$ cat src/rtl/ram_arbiter.sv
// Two-requester round-robin arbiter in front of a 16x8 synchronous RAM.
// Optional one-cycle RAM clear after reset; registered Moore outputs.
module ram_arbiter #(
  parameter bit INIT_CLEAR = 1'b1
) (
  input  logic       clk,
  input  logic       rst,
  input  logic       req_a,
  input  logic       req_b,
  input  logic       wr_a,
  input  logic       wr_b,
  input  logic [3:0] addr_a,
  input  logic [3:0] addr_b,
  input  logic [7:0] wdata_a,
  input  logic [7:0] wdata_b,
  output logic       ack_a,
  output logic       ack_b,
  output logic [7:0] rdata_a,
  output logic [7:0] rdata_b,
  output logic       busy,
  output logic       ram_rst,
  output logic       ram_we,
  output logic       ram_re,
  output logic [3:0] ram_wr_add,
  output logic [3:0] ram_rd_add,
  output logic [7:0] ram_datain,
  input  logic [7:0] ram_dataout
);

  // state | meaning
  // INIT  | post-reset, optional RAM clear pulse
  // IDLE  | wait for a request, arbitrate
  // WRITE | RAM write enable asserted
  // READ  | RAM read enable asserted
  // RCAP  | RAM read data available, captured on exit
  // DONE  | ack pulse to the winner
  typedef enum logic [2:0] {INIT, IDLE, WRITE, READ, RCAP, DONE} state_t;

  state_t     state;
  logic       prio;       // 0 = A has priority, 1 = B
  logic       sel;        // latched winner, 0 = A, 1 = B
  logic [3:0] lat_addr;
  logic [7:0] lat_wdata;

  logic       grant_b;
  logic       win_wr;
  logic [3:0] win_addr;
  logic [7:0] win_wdata;

  assign grant_b   = req_b & (~req_a | prio);
  assign win_wr    = grant_b ? wr_b    : wr_a;
  assign win_addr  = grant_b ? addr_b  : addr_a;
  assign win_wdata = grant_b ? wdata_b : wdata_a;

  assign ram_wr_add = lat_addr;
  assign ram_rd_add = lat_addr;
  assign ram_datain = lat_wdata;

  always_ff @(posedge clk or negedge rst) begin
    if (!rst) begin
      state     <= INIT;
      prio      <= 1'b0;
      sel       <= 1'b0;
      lat_addr  <= '0;
      lat_wdata <= '0;
      ack_a     <= 1'b0;
      ack_b     <= 1'b0;
      rdata_a   <= '0;
      rdata_b   <= '0;
      busy      <= 1'b1;
      ram_we    <= 1'b0;
      ram_re    <= 1'b0;
      ram_rst   <= INIT_CLEAR;
    end else begin
      ack_a   <= 1'b0;
      ack_b   <= 1'b0;
      ram_we  <= 1'b0;
      ram_re  <= 1'b0;
      ram_rst <= 1'b0;
      case (state)
        INIT: begin
          state <= IDLE;
          busy  <= 1'b0;
        end
        IDLE: begin
          if (req_a || req_b) begin
            sel       <= grant_b;
            prio      <= ~grant_b;
            lat_addr  <= win_addr;
            lat_wdata <= win_wdata;
            busy      <= 1'b1;
            if (win_wr) begin
              state  <= WRITE;
              ram_we <= 1'b1;
            end else begin
              state  <= READ;
              ram_re <= 1'b1;
            end
          end
        end
        WRITE: begin
          state <= DONE;
          ack_a <= ~sel;
          ack_b <= sel;
        end
        READ: begin
          state <= RCAP;
        end
        RCAP: begin
          state <= DONE;
          ack_a <= ~sel;
          ack_b <= sel;
          if (sel) rdata_b <= ram_dataout;
          else     rdata_a <= ram_dataout;
        end
        DONE: begin
          state <= IDLE;
          busy  <= 1'b0;
        end
        default: begin
          state <= IDLE;
          busy  <= 1'b0;
        end
      endcase
    end
  end

endmodule

$ cat config.mk
export PLATFORM = sky130hd
export DESIGN_NAME = ram_arbiter
export DESIGN_NICKNAME = d
export VERILOG_FILES = /design/src/rtl/ram_arbiter.sv
export SDC_FILE = /design/constraint.sdc
export NUM_CORES = 1
export LEC_CHECK = 0
export ABC_AREA = 1
export CAP_MARGIN = 10
export CORE_MARGIN = 2
export CORE_UTILIZATION = 46
export DETAILED_ROUTE_END_ITERATION = 7
export GPL_TIMING_DRIVEN = 0
export PLACE_DENSITY_LB_ADDON = 0.08
export SYNTH_ARGS = -nofsm -noshare
export SYNTH_HDL_FRONTEND = slang
export SYNTH_SLANG_ARGS = --single-unit
$ cat constraint.sdc
create_clock -name clk -period 2.08 [get_ports clk]
set_input_delay 0.416 -clock clk [delete_from_list [all_inputs] [get_ports clk]]
set_output_delay 0.416 -clock clk [all_outputs]
set_load 0.05 [all_outputs]
======== Word-level counts from Yosys, hierarchy flattened ========
Cells that the tools add are included.
storage, ports and cells
  flip-flop bits (word level) ............. 39
  latch bits .............................. 0
  RAM bits ................................ 0
  ROM bits ................................ 0
  input bits .............................. 38
  output and inout port bits .............. 38
  logic and storage cells ................. 47
  memories kept ........................... 0
operators by class
  $add $sub $neg .......................... 0
  $mul .................................... 0
  div/mod/pow operators ................... 0
  $lt $le $gt $ge ......................... 0
  equality and inequality tests ........... 5
  shift operators ......................... 0
  multiplexer cells ....................... 16
  bitwise logic cells ..................... 6
  reductions and logical operators ........ 7
operators by type and width
  cell                                           count
  two-way mux 1 bit                              11
  one-hot mux 3 bit (3 select lines)             1
  two-way mux 8 bit                              1
  AND reduction 2 bit                            4
  == test 3 x 2 -> 1 bit, second input constant  2
  two-way mux 4 bit                              1
  NOT 1 bit                                      4
  == test 3 x 1 -> 1 bit, second input constant  1
  == test 3 bit, second input constant           1
  two-way mux 3 bit                              1
  OR reduction 3 bit                             1
  inequality test 2 bit, second input constant   1
  one-hot mux 1 bit (2 select lines)             1
  OR reduction 2 bit                             1
  bitwise AND 1 bit                              1
  logical OR 1 bit                               1
  bitwise OR 1 bit                               1

======== Logic depth before layout (Yosys ltp) ========
Gate-level depths: netlist (run 1).
  depth in word-level cells ............... 7
  mapped depth ............................ 8
  mapped depth without buffers ............ 7

======== Worst setup path after synthesis (run 1) ========
OpenSTA, ideal clock, no wires.
  path kind ............................... reg2out
  from .................................... register lat_addr[0], in the netlist ram_rd_add[0]
  to ...................................... output port ram_wr_add[0]
  data arrival time ....................... 0.920 ns
  data required time ...................... 1.664 ns
  setup slack ............................. 0.744 ns
  cell stages (with the launch flop) ...... 2
  buffers on the path ..................... 1
  cell sequence ........................... dfrtp_1 buf_4
RTL lines
  what                      line  source
  start: declaration        42    logic [3:0] lat_addr;
  start signal: assignment  89    lat_addr <= win_addr;
  end: declaration          24    output logic [3:0] ram_wr_add,
No word-level cell between the ends.

======== Worst setup path after layout (run 1) ========
  from .................................... register busy
  to ...................................... output port busy
RTL lines
  what                      line  source
  start: declaration        20    output logic busy,
  start signal: assignment  70    busy <= 1'b1;
  start signal: assignment  83    busy <= 1'b0;
  start signal: assignment  91    busy <= 1'b1;
No word-level cell between the ends.

==> results of run 1 <==
==> report_power, final <==
part           internal, uW  leakage [uW]  total, uW  switching, uW
Sequential             1110      0.000473       1310            198
Combinational          1010      0.000812       2900           1890
Clock                   267     0.0000482        517            249
Total                  2390       0.00133       4730           2340
==> through the flow <==
| step | cells | cell area (um^2) | hold WS (ns) | power (uW) | worst slack, ns |
|---|---|---|---|---|---|
| detailed placement | 323 | 2630 | 0.466 | 4250 | 0.289 |
| finish | 331 | 2720 | 0.222 | 4730 | 0.0614 |
| global route | 331 | 2720 | 0.305 | 5010 | 0.0275 |
| CTS | 331 | 2720 | 0.256 | 4780 | 0.0447 |
| floorplan | 201 | 1830 | 0.120 | 3330 | 0.744 |
| global placement | 323 | 2630 | 0.452 | 4220 | -0.329 |
==> final timing paths <==
check	to	start	slack [ns]	cells past startpoint
hold / removal	rdata_b[5]	rst	0.22	1
setup / recovery	busy	busy	0.06	1
max in group asynchronous	ram_datain[0]	rst	1.33	1
min in group clk	ram_datain[5]	ram_datain[5]	0.48	2
setup reg to reg	ram_rd_add[1]	state[2]	0.81	7
hold reg to reg	ram_datain[5]	ram_datain[5]	0.48	2
==> Yosys cell counts (all sizes together) <==
master  number
nand2       89
dfrtp       37
o21ai       18
nand3       16
inv         14
buf         12
nor2         9
a21oi        2
dfstp        2
conb         1
nand4        1
==> routing by layer <==
| layer | vias to the layer above | global-route usage [%] | part of all wire (%) |
|---|---|---|---|
| li1 | 780 | - | - |
| met5 | - | 0 | 0 |
| met2 | 54 | 30.8 | 47 |
| met3 | 5 | 5.74 | 7.4 |
| met1 | 691 | 23.6 | 44 |
| met4 | 0 | 5.87 | 1.1 |
==> registers in the layout (all words and copies together), names as in the netlist <==
signal and count:
ack_b 1, ram_rst 1, ram_rd_add 4, prio 1
ram_re 1, ram_datain 8, sel 1, busy 1
state 3, rdata_a 8, ram_we 1, rdata_b 8
ack_a 1
==> area by class of cell <==
type | instances | area share (%)
clock inverter | 1 | 0.184
sequential | 39 | 36.0
buffer | 12 | 3.91
inverter | 14 | 2.02
tap | 48 | 2.21
timing repair buffer | 74 | 27.0
clock buffer | 7 | 3.17
multi-input combinational | 136 | 25.5
==> kinds of logic after synthesis <==
logic type	count (synthesis)	synth area share (%)
other	1	0.205
and+or+nand+nor	115	28.7
buffers and inverters	26	8.81
AOI/OAI and AO/OA	20	8.94
DFF	39	53.4
==> impl_metrics.env, run 1 <==
export IMPL_global_route_wire_length_before_repair_um=6340
export IMPL_final_report_max_slew_violation_count=0
export IMPL_share_of_cells_above_drive_strength_1_pct=20.5
export IMPL_multi_input_comb_area_um2=693
export IMPL_grt_pass1_vias=1479
export IMPL_finalCoreUtilization_pct=72.7
export IMPL_synth_area_top_cells="dfrtp_1 (51%), nand2_1 (16%), o21ai_2 (7.6%)"
export IMPL_synth_seq_area_share_pct=53.4
export IMPL_timing_critical_path_fanout_max=2
export IMPL_die_height_um=67.1
export IMPL_rows=22
export IMPL_outcome="completed"
export IMPL_cts_hold_buf=0
export IMPL_synth_area_per_cell_um2=9.12
export IMPL_report_final_hold_viol_count=0
export IMPL_slew_of_the_pin_with_the_lowest_slew_margin_ns=0.826
export IMPL_initial_core_util_pct=49.0
export IMPL_power_per_cell_area_mw_per_mm2=1740
export IMPL_layout_common_cells="nand2_1 (77), clkdlybuf4s50_1 (73), dfrtp_1 (37)"
export IMPL_period_minus_slack_ns=2.02
export IMPL_route_detailed_vias_per_inst=4.62
export IMPL_totalNegativeSetupSlack_ns=0
export IMPL_cts_setup_buffers=0
export IMPL_hold_path_class="input pin to asynchronous set/reset pin"
export IMPL_grt_start_max_net_pins=40
export IMPL_min_period_over_period_pct=97.0
export IMPL_wirelength_um=3770
export IMPL_drt_pass1_iter_count=4
export IMPL_critical_path_n_buffers_inverters=1
export IMPL_cts_resized=0
export IMPL_globalRouteTotalUtil_pct=18.7
export IMPL_filler_cell_count=307
export IMPL_seqCellArea_um2=978
export IMPL_post_drt_wl_per_cell_um=11.4
export IMPL_total_clock_buffers_created_by_cts=5
export IMPL_clockBufferDepth=2
export IMPL_total_standard_cell_area_after_synthesis_mm2=0.00183
export IMPL_critical_path_cell_chain="clkdlybuf4s50_1"
export IMPL_globalRoute_totalOverflow=0
export IMPL_initial_antenna_violation_count=0
export IMPL_static_leakage_power_uw=0.00133
export IMPL_setup_worst_path_start_class="flip-flop"
export IMPL_critical_path_endpoint_type="output pin"
export IMPL_synth_area_leader_cell="dfrtp_1"
export IMPL_drtIter0Drc=55
export IMPL_core_area_mm2=0.00374
export IMPL_critical_path_required_ns=1.66
export IMPL_number_of_input_and_output_port_buffers_inserted=74
export IMPL_netlist_instances=201
export IMPL_vdd_drop_max_v=0.000802
export IMPL_ys_ff_latch=39
export IMPL_skew_ns=0.00791
export IMPL_critPathKind="flip-flop to output pin"
export IMPL_drt_drc_violations_left=0
export IMPL_htree_num_levels=2
export IMPL_synth_top_cell_area_share_pct=50.5
export IMPL_fmax_mhz=495
export IMPL_final_nets=320
export IMPL_dp_final_hpwl_um=2810
export IMPL_place_congestion=0.749
export IMPL_cp_top_family="buffers and inverters"
export IMPL_floorplan_die_area_mm2=0.00451
export IMPL_critical_path_max_stage_delay_ns=0.79
export IMPL_route_vias_total=1530
export IMPL_cts_tree="yes"
export IMPL_setup_violations_final=0
export IMPL_yosys_cell_types_count=23
export IMPL_cts_num_sinks=39
export IMPL_worst_path_max_delay_cell="clkdlybuf4s50_1"
export IMPL_die_w_um=67.1
export IMPL_maxCapViolations=0
export IMPL_cts_root_buffer_cell="clkbuf_8"
export IMPL_rsz0062_at_grt="no"
export IMPL_ioPinCount=76
export IMPL_diodes=0
export IMPL_final_common_cell="nand2_1"
export IMPL_worst_slew_margin_rel_pct=44.9
export IMPL_cts_clk_slew_worst_paths_ns=0.08
export IMPL_ant_nets=0
export IMPL_area_growth_syn_to_layout_pct=48.4
export IMPL_synth_warning_count=0
export IMPL_worst_skew_pair_late_latency_ns=0.29
export IMPL_syn_nets=239
export IMPL_critPathArrivalTime_ns=1.60
No activity file was read; power rests on OpenSTA's default activity.
==> inputs of run 2 (changes only) <==
--- a/config.mk
+++ b/config.mk
@@ -7,7 +7,7 @@
 export LEC_CHECK = 0
 export ABC_AREA = 1
 export CAP_MARGIN = 10
-export CORE_MARGIN = 2
+export CORE_MARGIN = 1.5
 export CORE_UTILIZATION = 46
 export DETAILED_ROUTE_END_ITERATION = 7
 export GPL_TIMING_DRIVEN = 0
==> impl_metrics.env, run 2 (synthesis results as in run 1) <==
export IMPL_initial_core_util_pct=49.0
export IMPL_die_height_um=66.1
export IMPL_global_route_wire_length_before_repair_um=6550
export IMPL_wirelength_um=3840
export IMPL_cts_hold_buf=0
export IMPL_htree_num_levels=2
export IMPL_post_place_ws_ns=0.310
export IMPL_slew_of_the_pin_with_the_lowest_slew_margin_ns=0.869
export IMPL_power_per_cell_area_mw_per_mm2=1780
export IMPL_critical_path_required_ns=1.66
export IMPL_postLayoutCellArea_mm2=0.00275
export IMPL_vdd_drop_max_v=0.00103
export IMPL_globalRoute_totalOverflow=0
export IMPL_worst_slew_margin_rel_pct=42.1
export IMPL_place_area_mm2=0.00263
export IMPL_critical_path_n_buffers_inverters=1
export IMPL_hold_path_class="input pin to asynchronous set/reset pin"
export IMPL_totalNegativeSetupSlack_ns=0
export IMPL_outcome="completed"
export IMPL_ioPinCount=76
export IMPL_static_leakage_power_uw=0.00135
export IMPL_dp_final_hpwl_um=2770
export IMPL_die_w_um=66.1
export IMPL_critical_path_cell_chain="clkdlybuf4s50_1"
export IMPL_report_final_hold_viol_count=0
export IMPL_clockBufferDepth=2
export IMPL_cts_num_sinks=39
export IMPL_total_power_uw=4880
export IMPL_fmax_mhz=491
export IMPL_switching_power_uw=2370
export IMPL_floorplan_die_area_mm2=0.00437
export IMPL_setup_violations_final=0
export IMPL_setup_worst_path_start_class="flip-flop"
export IMPL_drt_drc_violations_left=0
export IMPL_share_of_cells_above_drive_strength_1_pct=20.8
export IMPL_cp_top_family="buffers and inverters"
export IMPL_ant_nets=0
export IMPL_critPathArrivalTime_ns=1.62
export IMPL_pwr_share_comb_pct=59.6
export IMPL_final_nets=320
export IMPL_final_report_max_slew_violation_count=0
export IMPL_route_detailed_vias_per_inst=4.58
export IMPL_maxCapViolations=0
export IMPL_cts_tree="yes"
export IMPL_number_of_input_and_output_port_buffers_inserted=74
export IMPL_place_congestion=0.728
export IMPL_drtIter0Drc=77
export IMPL_final_critical_path_setup_slack_ns=0.0435
export IMPL_route_vias_total=1515
export IMPL_pwr_share_seq_pct=27.0
export IMPL_drt_pass1_iter_count=4
export IMPL_total_clock_buffers_created_by_cts=5
export IMPL_critical_path_max_stage_delay_ns=0.79
export IMPL_critical_path_endpoint_type="output pin"
export IMPL_diodes=0
export IMPL_grt_pass1_vias=1434
export IMPL_int_power_uw=2510
export IMPL_worst_skew_pair_late_latency_ns=0.29
export IMPL_reg2reg_depth=7
export IMPL_post_drt_wl_per_cell_um=11.6
export IMPL_cts_setup_buffers=0
export IMPL_initial_antenna_violation_count=0
export IMPL_r2r_start="state[2]"
export IMPL_skew_ns=0.00258
export IMPL_final_common_cell="nand2_1"
export IMPL_core_area_mm2=0.00374
export IMPL_clockPowerShare_pct=13.4
export IMPL_cts_root_buffer_cell="clkbuf_8"
export IMPL_rows=22
export IMPL_min_period_over_period_pct=97.9
export IMPL_timing_critical_path_depth=1
export IMPL_rsz0062_at_grt="no"
export IMPL_timing_critical_path_fanout_max=2
export IMPL_area_growth_syn_to_layout_pct=49.8
export IMPL_critPathKind="flip-flop to output pin"
export IMPL_globalRouteTotalUtil_pct=20.2
export IMPL_layout_common_cells="nand2_1 (77), clkdlybuf4s50_1 (73), dfrtp_1 (37)"
export IMPL_finalCoreUtilization_pct=73.4
export IMPL_period_minus_slack_ns=2.04
export IMPL_worst_path_max_delay_cell="clkdlybuf4s50_1"
export IMPL_cts_clk_slew_worst_paths_ns=0.07
export IMPL_cts_resized=0
export IMPL_grt_start_max_net_pins=40
export IMPL_worstSetupStartpoint="busy"
export IMPL_power_switching_share_pct=48.5
==> run 2: cell types whose count changed in the layout (fill, tap and decap cells not counted) <==
cell,delta
clkbuf_1,-1
bufinv_16,+1
==> run 2: area by class of cell <==
| cell class | instances | area (um^2) |
|---|---|---|
| Buffer | 12 | 106 |
| Timing Repair Buffer | 74 | 736 |
| Inverter | 14 | 55.1 |
| Multi-Input combinational cell | 136 | 693 |
| Fill cell | 311 | 997 |
| Tap cell | 48 | 60.1 |
| Sequential cell | 39 | 978 |
| Clock buffer | 6 | 82.6 |
| Clock inverter | 2 | 35.0 |
==> run 2: power by group through the flow <==
stage	Sequential, uW	Clock (uW)	Combinational, uW
floorplan	2360	0	970
global placement	1320	0	2900
detailed placement	1330	0	2930
CTS	1320	665	2940
global route	1360	709	3100
finish	1310	653	2910
==> run 2: metrics by stage <==
step / cells / hold WS, ns
2_1_floorplan: 201 / 0.120
3_3_place_gp: 323 / 0.450
3_5_place_dp: 323 / 0.461
4_1_cts: 331 / 0.250
5_1_grt: 331 / 0.295
6_report: 331 / 0.236
==> run 2: worst paths after layout <==
| kind | endpoint | slack, ns |
|---|---|---|
| min reg2reg | busy | 0.47 |
| max in group asynchronous | ram_datain[5] | 1.30 |
| max reg2reg | ram_datain[7] | 0.78 |
| min | state[2] | 0.24 |
| min in group clk | busy | 0.47 |
| max | busy | 0.04 |
==> run 2: per-layer routing <==
metal,GRT usage [%],share of wire (%),vias up
met3,6.13,7.6,4
met2,32.0,47,59
met5,0,0,-
met1,25.6,45,671
met4,8.42,1.2,0
li1,-,-,781
